===== config.mk =====
export PLATFORM = sky130hd
export DESIGN_NAME = cordic_vector
export DESIGN_NICKNAME = d
export VERILOG_FILES = /design/src/rtl/cordic_vector.sv
export SDC_FILE = /design/constraint.sdc
export NUM_CORES = 1
export LEC_CHECK = 0
export BUFFER_PORTS_ARGS = -buffer_cell sky130_fd_sc_hd__buf_2
export CAP_MARGIN = 15
export CORE_UTILIZATION = 55
export DETAILED_ROUTE_END_ITERATION = 8
export PLACE_DENSITY = 0.75
export SYNTH_ARGS = -nofsm -noshare
export SYNTH_HDL_FRONTEND = slang
export SYNTH_SLANG_ARGS = --single-unit
export TNS_END_PERCENT = 5

===== constraint.sdc =====
create_clock -name clk -period 11.2 [get_ports clk]
set_input_delay 0.56 -clock clk [delete_from_list [all_inputs] [get_ports clk]]
set_output_delay 0.56 -clock clk [all_outputs]
set_load 0.05 [all_outputs]

===== src/rtl/cordic_vector.sv =====
// Iterative vectoring-mode CORDIC: (x, y) -> raw magnitude and angle, two micro-rotations per clock.
// Latency: done pulses in the cycle after the 7th rising edge counting the edge that sampled start.
// No backpressure: start is ignored while busy and never queued; a start in the done cycle is accepted.
//
// Ports:
//   clk, rst           clock and asynchronous active-high reset
//   start              conversion request, sampled when busy=0 (idle or done cycle)
//   x_in, y_in         signed Q2.16 Cartesian input
//   stage              even stage index driven to the shared atan table (0 when not iterating)
//   atan_in0/atan_in1  atan(2^-stage) and atan(2^-(stage+1)), unsigned Q2.16
//   busy, done         conversion in progress / one-cycle result-update pulse
//   mag_out            unsigned Q4.16 magnitude, uncompensated CORDIC gain included
//   angle_out          signed Q3.16 angle in radians
module cordic_vector #(
    parameter int ITER_PAIRS = 6
) (
    input  logic        clk,
    input  logic        rst,
    input  logic        start,
    input  logic [17:0] x_in,
    input  logic [17:0] y_in,
    output logic [3:0]  stage,
    input  logic [17:0] atan_in0,
    input  logic [17:0] atan_in1,
    output logic        busy,
    output logic        done,
    output logic [19:0] mag_out,
    output logic [19:0] angle_out
);

    localparam logic [3:0]         LAST_STAGE = 4'(2 * (ITER_PAIRS - 1));
    localparam logic signed [19:0] HALF_PI    = 20'sh1921F;

    typedef enum logic [1:0] {IDLE, ITER, DONE} state_t;

    state_t state, state_nxt;

    logic signed [19:0] x_q, y_q, z_q;
    logic [3:0]         stage_q;
    logic [19:0]        mag_q, ang_q;

    logic signed [19:0] xe, ye, at0, at1;
    logic signed [19:0] x1, y1, z1, x2, y2, z2;
    logic [3:0]         stage_p1;
    logic               load, last;

    assign xe   = {{2{x_in[17]}}, x_in};
    assign ye   = {{2{y_in[17]}}, y_in};
    assign at0  = {2'b00, atan_in0};
    assign at1  = {2'b00, atan_in1};
    assign last = (stage_q == LAST_STAGE);

    // Two chained micro-rotations; the second consumes the first one's results.
    always_comb begin
        stage_p1 = stage_q + 4'd1;
        if (!y_q[19]) begin
            x1 = x_q + (y_q >>> stage_q);
            y1 = y_q - (x_q >>> stage_q);
            z1 = z_q + at0;
        end else begin
            x1 = x_q - (y_q >>> stage_q);
            y1 = y_q + (x_q >>> stage_q);
            z1 = z_q - at0;
        end
        if (!y1[19]) begin
            x2 = x1 + (y1 >>> stage_p1);
            y2 = y1 - (x1 >>> stage_p1);
            z2 = z1 + at1;
        end else begin
            x2 = x1 - (y1 >>> stage_p1);
            y2 = y1 + (x1 >>> stage_p1);
            z2 = z1 - at1;
        end
    end

    // DONE accepts a new start exactly like IDLE so conversions can run back to back.
    always_comb begin
        state_nxt = state;
        load      = 1'b0;
        unique case (state)
            IDLE, DONE: begin
                state_nxt = IDLE;
                if (start) begin
                    load      = 1'b1;
                    state_nxt = ITER;
                end
            end
            ITER: begin
                if (last) state_nxt = DONE;
            end
            default: state_nxt = IDLE;
        endcase
    end

    always_ff @(posedge clk or posedge rst) begin
        if (rst) state <= IDLE;
        else     state <= state_nxt;
    end

    always_ff @(posedge clk or posedge rst) begin
        if (rst) begin
            x_q     <= '0;
            y_q     <= '0;
            z_q     <= '0;
            stage_q <= '0;
            mag_q   <= '0;
            ang_q   <= '0;
        end else if (load) begin
            stage_q <= '0;
            // Quadrant pre-rotation brings the vector into the right half-plane,
            // where the +/-99.9 degree convergence range of the iterations suffices.
            if (!x_in[17]) begin
                x_q <= xe;
                y_q <= ye;
                z_q <= '0;
            end else if (!y_in[17]) begin
                x_q <= ye;
                y_q <= -xe;
                z_q <= HALF_PI;
            end else begin
                x_q <= -ye;
                y_q <= xe;
                z_q <= -HALF_PI;
            end
        end else if (state == ITER) begin
            x_q <= x2;
            y_q <= y2;
            z_q <= z2;
            if (last) begin
                stage_q <= '0;
                mag_q   <= x2;
                ang_q   <= z2;
            end else begin
                stage_q <= stage_q + 4'd2;
            end
        end
    end

    assign stage     = stage_q;
    assign busy      = (state == ITER);
    assign done      = (state == DONE);
    assign mag_out   = mag_q;
    assign angle_out = ang_q;

endmodule


==> out/results.tsv, run 1 <==
stage	metric	value	unit
global_routing	groute.usage.overall	41.8	%
global_routing	grt_overflow	0	
sta	period_minus_slack	10.43	ns
routing	vias_per_cell	6.74	
sta	tightestPinTransition	1.10	ns
synthesis	synthCells	2277	
sta	slew_violations	0	
hold_path	hold_class	in2async	
sta	timing.fmax	95.9	MHz
routing	drt-total-wl	65.7	mm
routing	wire_per_inst	24.3	um
synthesis	syn_nets	2486	
floorplan	core	0.0298	mm^2
sta	fin_tns_setup	0	ns
routing	firstDrtPassIters	6	
sta	rsz0062_at_grt	no	
clock_tree	htreeDepth	3	
finish	layout-drive-gt1-share	11.5	%
routing	drt_iter0_drc	2295	
job	max_cap_viol_count	0	
setup_path	start_kind	flip-flop	
setup_path	worstPathMaxFanout	61	
synthesis	synth-main-ff-cell	dfrtp_1	
clock_tree	ctsHoldBuffers	0	
setup_path	required	11.46	ns
setup_path	crit_path_max_incr_delay	0.98	ns
floorplan	io_pins	121	
setup_path	critPathKind	reg2reg	
outcome	status	complete, no violations	
sta	skew	0.0155	ns
setup_path	crit_arrival	10.69	ns
sta	hold_viol	0	
place	numPortBuffers	119	
synthesis	syn_avg_cell_area	7.35	um^2
synthesis	ys_types	111	
setup_path	end_kind	flip-flop	
sta	finalCritPeriodShare	93.1	%
place	routabilityCongestion	1.06	
clock_tree	cts_setup_buffers	0	
finish	nFillCells	2807	
routing	remaining_drc_errors	0	
synthesis	ys_ff_latch	105	
floorplan	dieArea	0.0311	mm^2
synthesis	synth_warnings	0	
place	dp_hpwl	51.7	mm
floorplan	rows	63	
finish	final_common_cell	nand2_1	
synthesis	syn_area	0.0167	mm^2
clock_tree	clock-sinks	105	
clock_tree	clk_latency	0.38	ns
synthesis	yosysSeqAreaShare	15.7	%
synthesis	synth_edf_count	0	
clock_tree	cts_tree	done	
floorplan	start_util	56.2	%
finish	instances_no_fill	2707	
finish	fin_nets	2520	
place	dp_cells	2690	
finish	area_growth	6.28	%
clock_tree	cts-resized-gates	0	
global_routing	antenna_found_initial	2	
clock_tree	clockBufferDepth	2	
global_routing	grt_max_degree	71	
sta	slew_headroom	25.9	%
clock_tree	clkTransAtPathRegs	0.09	ns
floorplan	die_height	176	um
global_routing	grt_pass1_wl	98.8	mm
routing	via_count	18200	
setup_path	crit_slowest_cell	dfrtp_4	
setup_path	crit_top_cell	a21oi_1	
setup_path	reg2reg_depth	36	
finish	layout_common_cells	nand2_1 (278), nor2_1 (221), a21oi_1 (185)	
synthesis	synthArstFlopShare	100	%
clock_tree	root_buffer	clkbuf_16	
sta	setup_violations	0	
routing	ant_nets	0	
floorplan	die_w	176	um
clock_tree	numCtsBuffers	9	
global_routing	grt_pass1_vias	16400	
[metrics by stage]
stage	hold slack [ns]	utilization (%)	setup WS, ns	instance area, um^2
floorplan	0.488	-	1.38	16700
global placement	0.454	58.8	1.27	17500
detailed placement	0.457	58.8	1.06	17500
CTS	0.270	59.7	0.960	17800
global route	0.314	59.7	0.0324	17800
finish	0.257	59.7	0.770	17800
[routing by layer]
layer  global-route usage [%]  part of all wire [%]  routed length [um]
met5                        0                 0.012                   8
met4                     19.4                   4.9                3190
met3                     7.39                    11                7060
met2                     60.7                    42               27300
met1                     59.5                    43               28100
[sequential cells by signal, summed over array words and instances (netlist names)]
signal	cells
angle_out	20
x_q	20
mag_out	20
state	2
stage	3
z_q	20
y_q	20
[synth_stat cells, types with 24 or more instances]
library cell | count | area, um^2
a211oi_1 | 41 | 308
a21o_1 | 36 | 270
a21oi_1 | 185 | 926
a31oi_1 | 42 | 263
and2_1 | 25 | 156
clkbuf_1 | 88 | 330
dfrtp_1 | 105 | 2630
ha_1 | 128 | 1600
inv_1 | 89 | 334
mux2_2 | 30 | 338
mux2i_1 | 37 | 370
nand2_1 | 278 | 1040
nand2b_1 | 27 | 169
nand3_1 | 55 | 275
nor2_1 | 221 | 830
nor2b_1 | 31 | 194
nor3_1 | 63 | 315
o21a_1 | 24 | 180
o21ai_0 | 163 | 816
or3_1 | 24 | 150
xnor2_1 | 109 | 955
xor2_1 | 75 | 657
[area by class of cell]
class | instances | area, um^2 | share of cell area, %
clock inverter | 7 | 61.3 | 0.345
tap | 390 | 488 | 2.74
sequential | 105 | 2640 | 14.8
timing repair buffer | 144 | 783 | 4.40
antenna | 1 | 2.50 | 0.0141
inverter | 94 | 355 | 2.00
clock buffer | 9 | 225 | 1.27
multi-input combinational | 1957 | 13200 | 74.4
[worst max-delay path: cells and delay by family (launching register included)]
kind,cells,cell delay (ns)
buffers and inverters,3,1.12
muxes,1,0.28
DFF,1,0.98
xor gates and xnor gates,4,0.90
adders and majority gates,2,0.75
and+or+nand+nor,11,2.12
AOI/OAI and AO/OA,15,4.08
[worst paths after layout]
kind	slack (ns)	from	end
min in group clk	0.43	y_in[16]	x_q[17]
worst min-delay path	0.26	rst	angle_out[15]
worst max-delay path	0.77	stage[1]	mag_out[19]
worst max register to register	0.77	stage[1]	mag_out[19]
worst min register to register	0.47	angle_out[16]	angle_out[16]
max in group asynchronous	9.62	rst	stage[1]
[kinds of logic (layout without fill, tap and decap cells)]
group,Yosys count,in the layout,synth area share (%)
fa+ha+maj,134,134,10.3
simple gates,818,818,23.2
other cells,1,2,0.0224
mux,90,90,7.14
xor+xnor,188,188,10.1
buf+inv,215,254,5.37
compound gates,726,726,28.2
flops,105,105,15.7
Power of run 1 is not shown: default switching activity piles up to over one toggle a cycle in this logic, so the estimate is an artifact.
==> run 2, diff against run 1 <==
--- a/config.mk
+++ b/config.mk
@@ -7,6 +7,7 @@
 export LEC_CHECK = 0
 export BUFFER_PORTS_ARGS = -buffer_cell sky130_fd_sc_hd__buf_2
 export CAP_MARGIN = 15
+export CORE_ASPECT_RATIO = 0.6
 export CORE_UTILIZATION = 55
 export DETAILED_ROUTE_END_ITERATION = 8
 export PLACE_DENSITY = 0.75
==> out/results.tsv, run 2 (synthesis gave the netlist of run 1 again) <==
stage	metric	value	unit	change
sta	skew	0.0227	ns	was 0.0155 ns
floorplan	io_pins	121		unchanged
sta	hold_viol	0		unchanged
setup_path	worstPathMaxFanout	63		was 61
clock_tree	clockBufferDepth	2		unchanged
floorplan	die_w	227	um	was 176 um
routing	drt-total-wl	70.1	mm	was 65.7 mm
place	dp_hpwl	55.4	mm	was 51.7 mm
routing	via_count	18800		was 18200
job	max_cap_viol_count	0		unchanged
setup_path	crit_top_cell	a21oi_1		unchanged
setup_path	crit_arrival	10.91	ns	was 10.69 ns
setup_path	crit_slowest_cell	dfrtp_4		unchanged
clock_tree	clkTransAtPathRegs	0.10	ns	was 0.09 ns
finish	layout-drive-gt1-share	11.7	%	was 11.5%
floorplan	rows	49		was 63
floorplan	start_util	56.0	%	was 56.2%
routing	firstDrtPassIters	7		was 6
floorplan	die_height	137	um	was 176 um
clock_tree	numCtsBuffers	9		unchanged
sta	period_minus_slack	10.59	ns	was 10.43 ns
finish	fin_nets	2524		was 2520
global_routing	groute.usage.overall	43.9	%	was 41.8%
sta	finalCritPeriodShare	94.6	%	was 93.1%
sta	setup_violations	0		unchanged
clock_tree	clk_latency	0.39	ns	was 0.38 ns
finish	area_growth	6.67	%	was 6.28%
global_routing	grt_pass1_wl	101	mm	was 98.8 mm
sta	tightestPinTransition	1.22	ns	was 1.10 ns
floorplan	core	0.0299	mm^2	was 0.0298 mm^2
setup_path	critPathKind	reg2reg		unchanged
hold_path	hold_class	in2async		unchanged
setup_path	required	11.52	ns	was 11.46 ns
sta	rsz0062_at_grt	no		unchanged
finish	layout_common_cells	nand2_1 (278), nor2_1 (221), a21oi_1 (185)		unchanged
clock_tree	htreeDepth	3		unchanged
place	numPortBuffers	119		unchanged
clock_tree	cts_setup_buffers	0		unchanged
setup_path	crit_path_max_incr_delay	0.94	ns	was 0.98 ns
global_routing	grt_max_degree	71		unchanged
setup_path	start_kind	flip-flop		unchanged
routing	vias_per_cell	6.88		was 6.74
clock_tree	cts_tree	done		unchanged
sta	slew_headroom	18.1	%	was 25.9%
sta	slew_violations	0		unchanged
routing	ant_nets	0		unchanged
setup_path	end_kind	flip-flop		unchanged
finish	final_common_cell	nand2_1		unchanged
outcome	status	complete, no violations		unchanged
floorplan	dieArea	0.0312	mm^2	was 0.0311 mm^2
place	routabilityCongestion	1.07		was 1.06
global_routing	antenna_found_initial	3		was 2
setup_path	reg2reg_depth	37		was 36
routing	remaining_drc_errors	0		unchanged
sta	timing.fmax	94.4	MHz	was 95.9 MHz
routing	wire_per_inst	25.6	um	was 24.3 um
global_routing	grt_overflow	0		unchanged
clock_tree	ctsHoldBuffers	0		unchanged
clock_tree	clock-sinks	105		unchanged
sta	fin_tns_setup	0	ns	unchanged
global_routing	grt_pass1_vias	16100		was 16400
clock_tree	root_buffer	clkbuf_16		unchanged
routing	drt_iter0_drc	2827		was 2295
[run 2: worst max-delay path, delay by kind of cell (launching register included)]
kind	cells	cell delay [ns]
muxes	2	0.75
xor gates and xnor gates	1	0.27
buffers and inverters	1	0.09
AOI/OAI and AO/OA	21	5.09
and+or+nand+nor	8	1.99
DFF	1	0.94
adders and majority gates	4	1.33
[run 2: worst paths after layout]
path                                    from            to  slack [ns]
worst max-delay path                stage[2]       y_q[19]        0.61
worst min register to register  angle_out[9]  angle_out[9]        0.47
min in group clk                    y_in[16]       x_q[17]        0.42
worst min-delay path                     rst   mag_out[16]        0.23
worst max register to register      stage[2]       y_q[19]        0.61
max in group asynchronous                rst      stage[1]        9.55
[run 2: through the flow]
stage | util, % | setup slack, ns | hold WS [ns] | instance area (um^2) | cells
final | 59.7 | 0.607 | 0.227 | 17900 | 2733
after global routing | 59.7 | 0.138 | 0.289 | 17800 | 2729
after CTS | 59.6 | 0.975 | 0.242 | 17800 | 2728
after detailed placement | 58.7 | 1.06 | 0.457 | 17600 | 2712
after global placement | 58.7 | 0.967 | 0.452 | 17600 | 2711
after floorplan | - | 1.38 | 0.488 | 16700 | 2277
[run 2: final cells by class]
type,instances,area (um^2)
Multi-Input combinational cell,1957,13200
Fill cell,2850,12100
Sequential cell,105,2640
Timing Repair Buffer,148,810
Tap cell,408,510
Inverter,94,355
Clock buffer,9,225
Clock inverter,7,61.3
Antenna cell,5,12.5
[run 2: repair_timing]
action                     CTS  global route
resized for setup            0             1
setup endpoints to repair    0             2
hold endpoints to repair     0             0
[run 2: per-layer routing]
| metal | vias to the layer above | GRT usage, % | wire length (um) |
|---|---|---|---|
| met1 | 8849 | 64.1 | 30300 |
| met5 | - | 0 | 0 |
| met3 | 141 | 21.1 | 12100 |
| met2 | 1431 | 56.1 | 25800 |
| met4 | 0 | 10.1 | 1850 |
| li1 | 8385 | - | - |
Power of run 2 is left out for the same reason.
